$ cat config.mk
export PLATFORM = sky130hd
export DESIGN_NAME = if_stage
export DESIGN_NICKNAME = d
export VERILOG_FILES = /design/src/rtl/if_stage.sv
export SDC_FILE = /design/constraint.sdc
export NUM_CORES = 1
export LEC_CHECK = 0
export BUFFER_PORTS_ARGS = -buffer_cell sky130_fd_sc_hd__buf_2
export CAP_MARGIN = 20
export CORE_MARGIN = 3
export CORE_UTILIZATION = 54
export CTS_CLUSTER_SIZE = 8
export DETAILED_ROUTE_END_ITERATION = 7
export HOLD_SLACK_MARGIN = 0.03
export MAX_ROUTING_LAYER = met4
export PLACE_DENSITY = 0.89
export SLEW_MARGIN = 20
export SYNTH_ARGS = -nofsm -noshare
export SYNTH_HDL_FRONTEND = slang
export SYNTH_SLANG_ARGS = --single-unit
$ cat constraint.sdc
create_clock -name clk -period 4.1 [get_ports clk]
set_input_delay 0.41 -clock clk [delete_from_list [all_inputs] [get_ports clk]]
set_output_delay 0.41 -clock clk [all_outputs]
set_load 0.02 [all_outputs]
$ cat src/rtl/if_stage.sv
// Instruction-fetch stage: one-outstanding-request fetch FSM, a one-entry skid
// buffer for responses that land during a stall, and the IF/ID pipeline register.
module if_stage #(
    parameter logic [31:0] RESET_PC  = 32'h0000_0000,
    parameter logic [31:0] NOP_INSTR = 32'h0000_0013
) (
    input  logic        clk,
    input  logic        rst,
    input  logic        pc_write,
    input  logic        branch_taken,
    input  logic [31:0] branch_target,
    output logic        imem_req,
    output logic [31:0] imem_addr,
    input  logic        imem_ready,
    input  logic        imem_rvalid,
    input  logic [31:0] imem_rdata,
    output logic [31:0] instrD,
    output logic [31:0] pcD,
    output logic [31:0] pc4D,
    output logic        validD,
    output logic [1:0]  dbg_state
);

    // Handshake: a request is accepted on a rising edge where imem_req && imem_ready;
    // its single response is the next cycle with imem_rvalid=1 (never the same cycle).
    typedef enum logic [1:0] {REQ = 2'd0, WAIT = 2'd1, KILL = 2'd2, HOLD = 2'd3} state_t;

    state_t      state_q, state_d;
    logic [31:0] pc_q, pc_d;
    logic [31:0] instr_q, instr_d;
    logic [31:0] pcd_q, pcd_d;
    logic        valid_q, valid_d;
    logic [31:0] skid_instr_q, skid_instr_d;
    logic [31:0] skid_pc_q, skid_pc_d;

    always_comb begin
        state_d      = state_q;
        pc_d         = pc_q;
        instr_d      = instr_q;
        pcd_d        = pcd_q;
        valid_d      = valid_q;
        skid_instr_d = skid_instr_q;
        skid_pc_d    = skid_pc_q;

        unique case (state_q)
            REQ: begin
                // An accepted request is outstanding even when redirected, so drain it in KILL.
                if (branch_taken) begin
                    state_d = imem_ready ? KILL : REQ;
                end else if (imem_ready) begin
                    state_d = WAIT;
                end
            end
            WAIT: begin
                if (branch_taken) begin
                    state_d = imem_rvalid ? REQ : KILL;
                end else if (imem_rvalid) begin
                    if (pc_write) begin
                        instr_d = imem_rdata;
                        pcd_d   = pc_q;
                        valid_d = 1'b1;
                        pc_d    = pc_q + 32'd4;
                        state_d = REQ;
                    end else begin
                        skid_instr_d = imem_rdata;
                        skid_pc_d    = pc_q;
                        state_d      = HOLD;
                    end
                end
            end
            KILL: begin
                if (imem_rvalid) begin
                    state_d = REQ;
                end
            end
            HOLD: begin
                if (branch_taken) begin
                    state_d = REQ;
                end else if (pc_write) begin
                    instr_d = skid_instr_q;
                    pcd_d   = skid_pc_q;
                    valid_d = 1'b1;
                    pc_d    = skid_pc_q + 32'd4;
                    state_d = REQ;
                end
            end
            default: state_d = REQ;
        endcase

        // Redirect overrides stalls and any same-cycle response; pcD keeps its last value.
        if (branch_taken) begin
            pc_d    = {branch_target[31:2], 2'b00};
            instr_d = NOP_INSTR;
            valid_d = 1'b0;
        end
    end

    always_ff @(posedge clk) begin
        if (rst) begin
            state_q      <= REQ;
            pc_q         <= RESET_PC;
            instr_q      <= NOP_INSTR;
            pcd_q        <= 32'd0;
            valid_q      <= 1'b0;
            skid_instr_q <= 32'd0;
            skid_pc_q    <= 32'd0;
        end else begin
            state_q      <= state_d;
            pc_q         <= pc_d;
            instr_q      <= instr_d;
            pcd_q        <= pcd_d;
            valid_q      <= valid_d;
            skid_instr_q <= skid_instr_d;
            skid_pc_q    <= skid_pc_d;
        end
    end

    assign imem_req  = (state_q == REQ) && !rst;
    assign imem_addr = pc_q;
    assign instrD    = instr_q;
    assign pcD       = pcd_q;
    assign pc4D      = pcd_q + 32'd4;
    assign validD    = valid_q;
    assign dbg_state = state_q;

endmodule

==> results.sh <==
export IMPL_die_area_um2=16800
export IMPL_numPlacedInstances=1403
export IMPL_finalHoldViolations=0
export IMPL_grt_pass1_wl_um=38400
export IMPL_rr_worst_depth=9
export IMPL_nNetsFinal=1310
export IMPL_ir_worst_vdd_v=0.000267
export IMPL_top_layer="met4"
export IMPL_cts_setup_buffers=0
export IMPL_worstMarginPinSlew_ns=1.03
export IMPL_crit_buf_inv=1
export IMPL_cp_end_kind="register"
export IMPL_synth_cells=1089
export IMPL_post_drt_via_cell_ratio=6.07
export IMPL_first_pass_iters=6
export IMPL_n_fill_cell=1243
export IMPL_synth_edf_count=0
export IMPL_clock_skew_ns=0.00602
export IMPL_place_hpwl_um=16200
export IMPL_crit_slowest_cell="dfxtp_1"
export IMPL_grt_overflow=0
export IMPL_grt_pass1_vias=7620
export IMPL_start_util_pct=55.9
export IMPL_crit_family="simple AND/OR/NAND/NOR gates"
export IMPL_max_stage_delay_ns=0.48
export IMPL_cts_htree_levels=4
export IMPL_crit_cells=9
export IMPL_ctsResizeCount=0
export IMPL_initialDrtViolationCount=939
export IMPL_fin_tns_setup_ns=0
export IMPL_cts_hold_buf=0
export IMPL_worst_path_most_repeated_cell="nand2_1"
export IMPL_ys_seq_area_share_pct=39.6
export IMPL_grt_max_degree=99
export IMPL_finalPower_mw=3.63
export IMPL_die_x_um=130
export IMPL_hold_path_depth=3
export IMPL_route_met2_wl_um=11300
export IMPL_vias=8723
export IMPL_slew_violations=0
export IMPL_core_area_um2=14800
export IMPL_drc=0
export IMPL_clockBufferDepth=2
export IMPL_min_period_ns=3.23
export IMPL_io_buffers=199
export IMPL_synth_area_leaders="dfxtp_1 (40%), nand2_1 (13%), a21oi_1 (6.5%), nor2_1 (4.6%), a311oi_1 (4.4%)"
export IMPL_netlist_area_um2=8240
export IMPL_cp_max_fo=41
export IMPL_root_buffer="clkbuf_16"
export IMPL_routedWlPerCell_um=17.1
export IMPL_hold_path_class="input port to register"
export IMPL_ios=202
export IMPL_ys_types=61
export IMPL_synth_top_area_cell="dfxtp_1"
export IMPL_p_per_area_nw_per_um2=369
export IMPL_critPathKind="register to register"
export IMPL_synth_common_cells="nand2_1 (278), dfxtp_1 (163), a21oi_1 (107), nor2_1 (100), clkbuf_1 (54)"
export IMPL_grt_use_total_pct=29.5
export IMPL_die_y_um=130
export IMPL_run_status="finished clean"
export IMPL_timing_fmax_ghz=0.310
export IMPL_async_flop_share_pct=0
export IMPL_syn_area_per_cell_um2=7.57
export IMPL_period_share_pct=78.8
export IMPL_cts_tree="yes"
export IMPL_p_leak_nw=3.89
export IMPL_route_met3_wl_um=2590
export IMPL_drt_met1_wl_um=10100
export IMPL_cts_inserted_buffers=17
export IMPL_drive_gt1_share_pct=21.8
export IMPL_clock_latency_ns=0.43
export IMPL_rsz0062_at_grt="false"
export IMPL_routed_wl_um=24500
export IMPL_ant_nets=0
export IMPL_drv_cap=0
export IMPL_cts_clk_slew_worst_paths_ns=0.06
export IMPL_synth_fp_nets=1161
export IMPL_yosys_warnings=0
export IMPL_slew_headroom_pct=31.0
export IMPL_gp_congestion=0.959
export IMPL_cp_arrival_ns=3.56
export IMPL_area_growth_syn_to_layout_pct=19.6
export IMPL_yosysMostFrequentCell="nand2_1"
export IMPL_ys_ff_latch=163
export IMPL_placement_rows=44
export IMPL_crit_chain="nand2_2 -> buf_4 -> nand2_1 -> nand2_1 -> ha_1 -> nand4_2 -> nor2_1 -> mux2_2 -> a311oi_1"
export IMPL_holdWs_ns=0.217
export IMPL_final_cell_count_no_fill=1436
export IMPL_synth_top_flop_cell="dfxtp_1"
export IMPL_finalSetupViolations=0
export IMPL_cts_sinks=163
export IMPL_synth_top_area_share_pct=39.6
export IMPL_crit_required_ns=4.43
export IMPL_antenna_found_initial=1
export IMPL_worstSetupStartpointType="register"
## cells by family after synthesis
family / after synthesis / share of synthesized area (%)
AND/OR/NAND/NOR: 504 / 27.2
adder cells (fa/ha/maj): 2 / 0.304
multiplexers: 30 / 3.76
buffers and inverters: 100 / 5.13
flip-flops: 163 / 39.6
XOR/XNOR: 37 / 3.93
AO/OA/AOI/OAI: 253 / 20.1
## report_power, final
part | switching (mW) | leakage, nW | total, mW | internal, mW
clock | 0.651 | 0.299 | 1.64 | 0.988
combinational | 0.215 | 2.27 | 0.329 | 0.114
sequential | 0.0480 | 1.32 | 1.66 | 1.62
total | 0.914 | 3.89 | 3.63 | 2.72
## routing by layer
layer  global-route usage (%)  vias to the layer above
li1                         -                     4135
met1                     36.9                     4040
met2                     46.9                      487
met3                     6.72                       61
met4                     10.6                        0
met5                        -                        -
## worst paths after layout
path                                     start                            to  slack [ns]
hold reg to reg   skid_instr_q[3]$_SDFFE_PP0P_  skid_instr_q[3]$_SDFFE_PP0P_        0.46
setup reg to reg     dbg_state[0]$_SDFFE_PP0P_    imem_addr[12]$_SDFFE_PP0P_        0.87
hold / removal                branch_target[4]     imem_addr[4]$_SDFFE_PP0P_        0.22
setup / recovery     dbg_state[0]$_SDFFE_PP0P_    imem_addr[12]$_SDFFE_PP0P_        0.87
## flip-flops by register name, summed over array words and instances (netlist names)
signal        count
pcD              32
instrD           32
dbg_state         2
validD            1
skid_instr_q     32
skid_pc_q        32
imem_addr        32
## placed cells by master, fill, tap and decap left out, types with 5 or more instances in the layout
cell,instances
a21oi_1,107
o31ai_1,6
a211oi_1,22
or4_1,5
xor2_1,7
o211ai_1,9
clkbuf_16,17
nand4_1,20
buf_4,16
o21ai_0,18
nand2_1,277
o22ai_1,6
nor2_1,99
and3_1,14
o21ai_1,6
o21a_1,6
xnor2_1,30
dfxtp_1,163
inv_1,16
nor4_1,5
nor3_1,18
a311oi_1,41
a31oi_1,6
mux2i_1,22
buf_2,198
mux2_2,8
and4_1,6
nand3_1,30
## tightest hold or removal path, stage by stage
cell,delay [ns]
buf_2,0.08
a21oi_1,0.05
nor2_1,0.07
## area by class of cell
cell class / count / area, um^2 / share of cell area [%]
clock inverters: 12 / 156 / 1.59
well taps: 184 / 230 / 2.34
diodes: 2 / 5.00 / 0.0508
clock buffers: 19 / 453 / 4.60
multi-input cells: 826 / 4580 / 46.4
inverters: 16 / 60.1 / 0.609
repair buffers: 214 / 1110 / 11.3
flip-flops and latches: 163 / 3260 / 33.1
## stage by stage
step	setup slack, ns	area, um^2	utilization (%)
3_5_place_dp	1.00	9240	62.6
2_1_floorplan	1.09	8240	-
6_report	0.871	9860	66.8
4_1_cts	0.958	9850	66.8
3_3_place_gp	1.03	9240	62.6
5_1_grt	0.738	9850	66.8
Note: power is estimated with default switching activity, not from simulation.
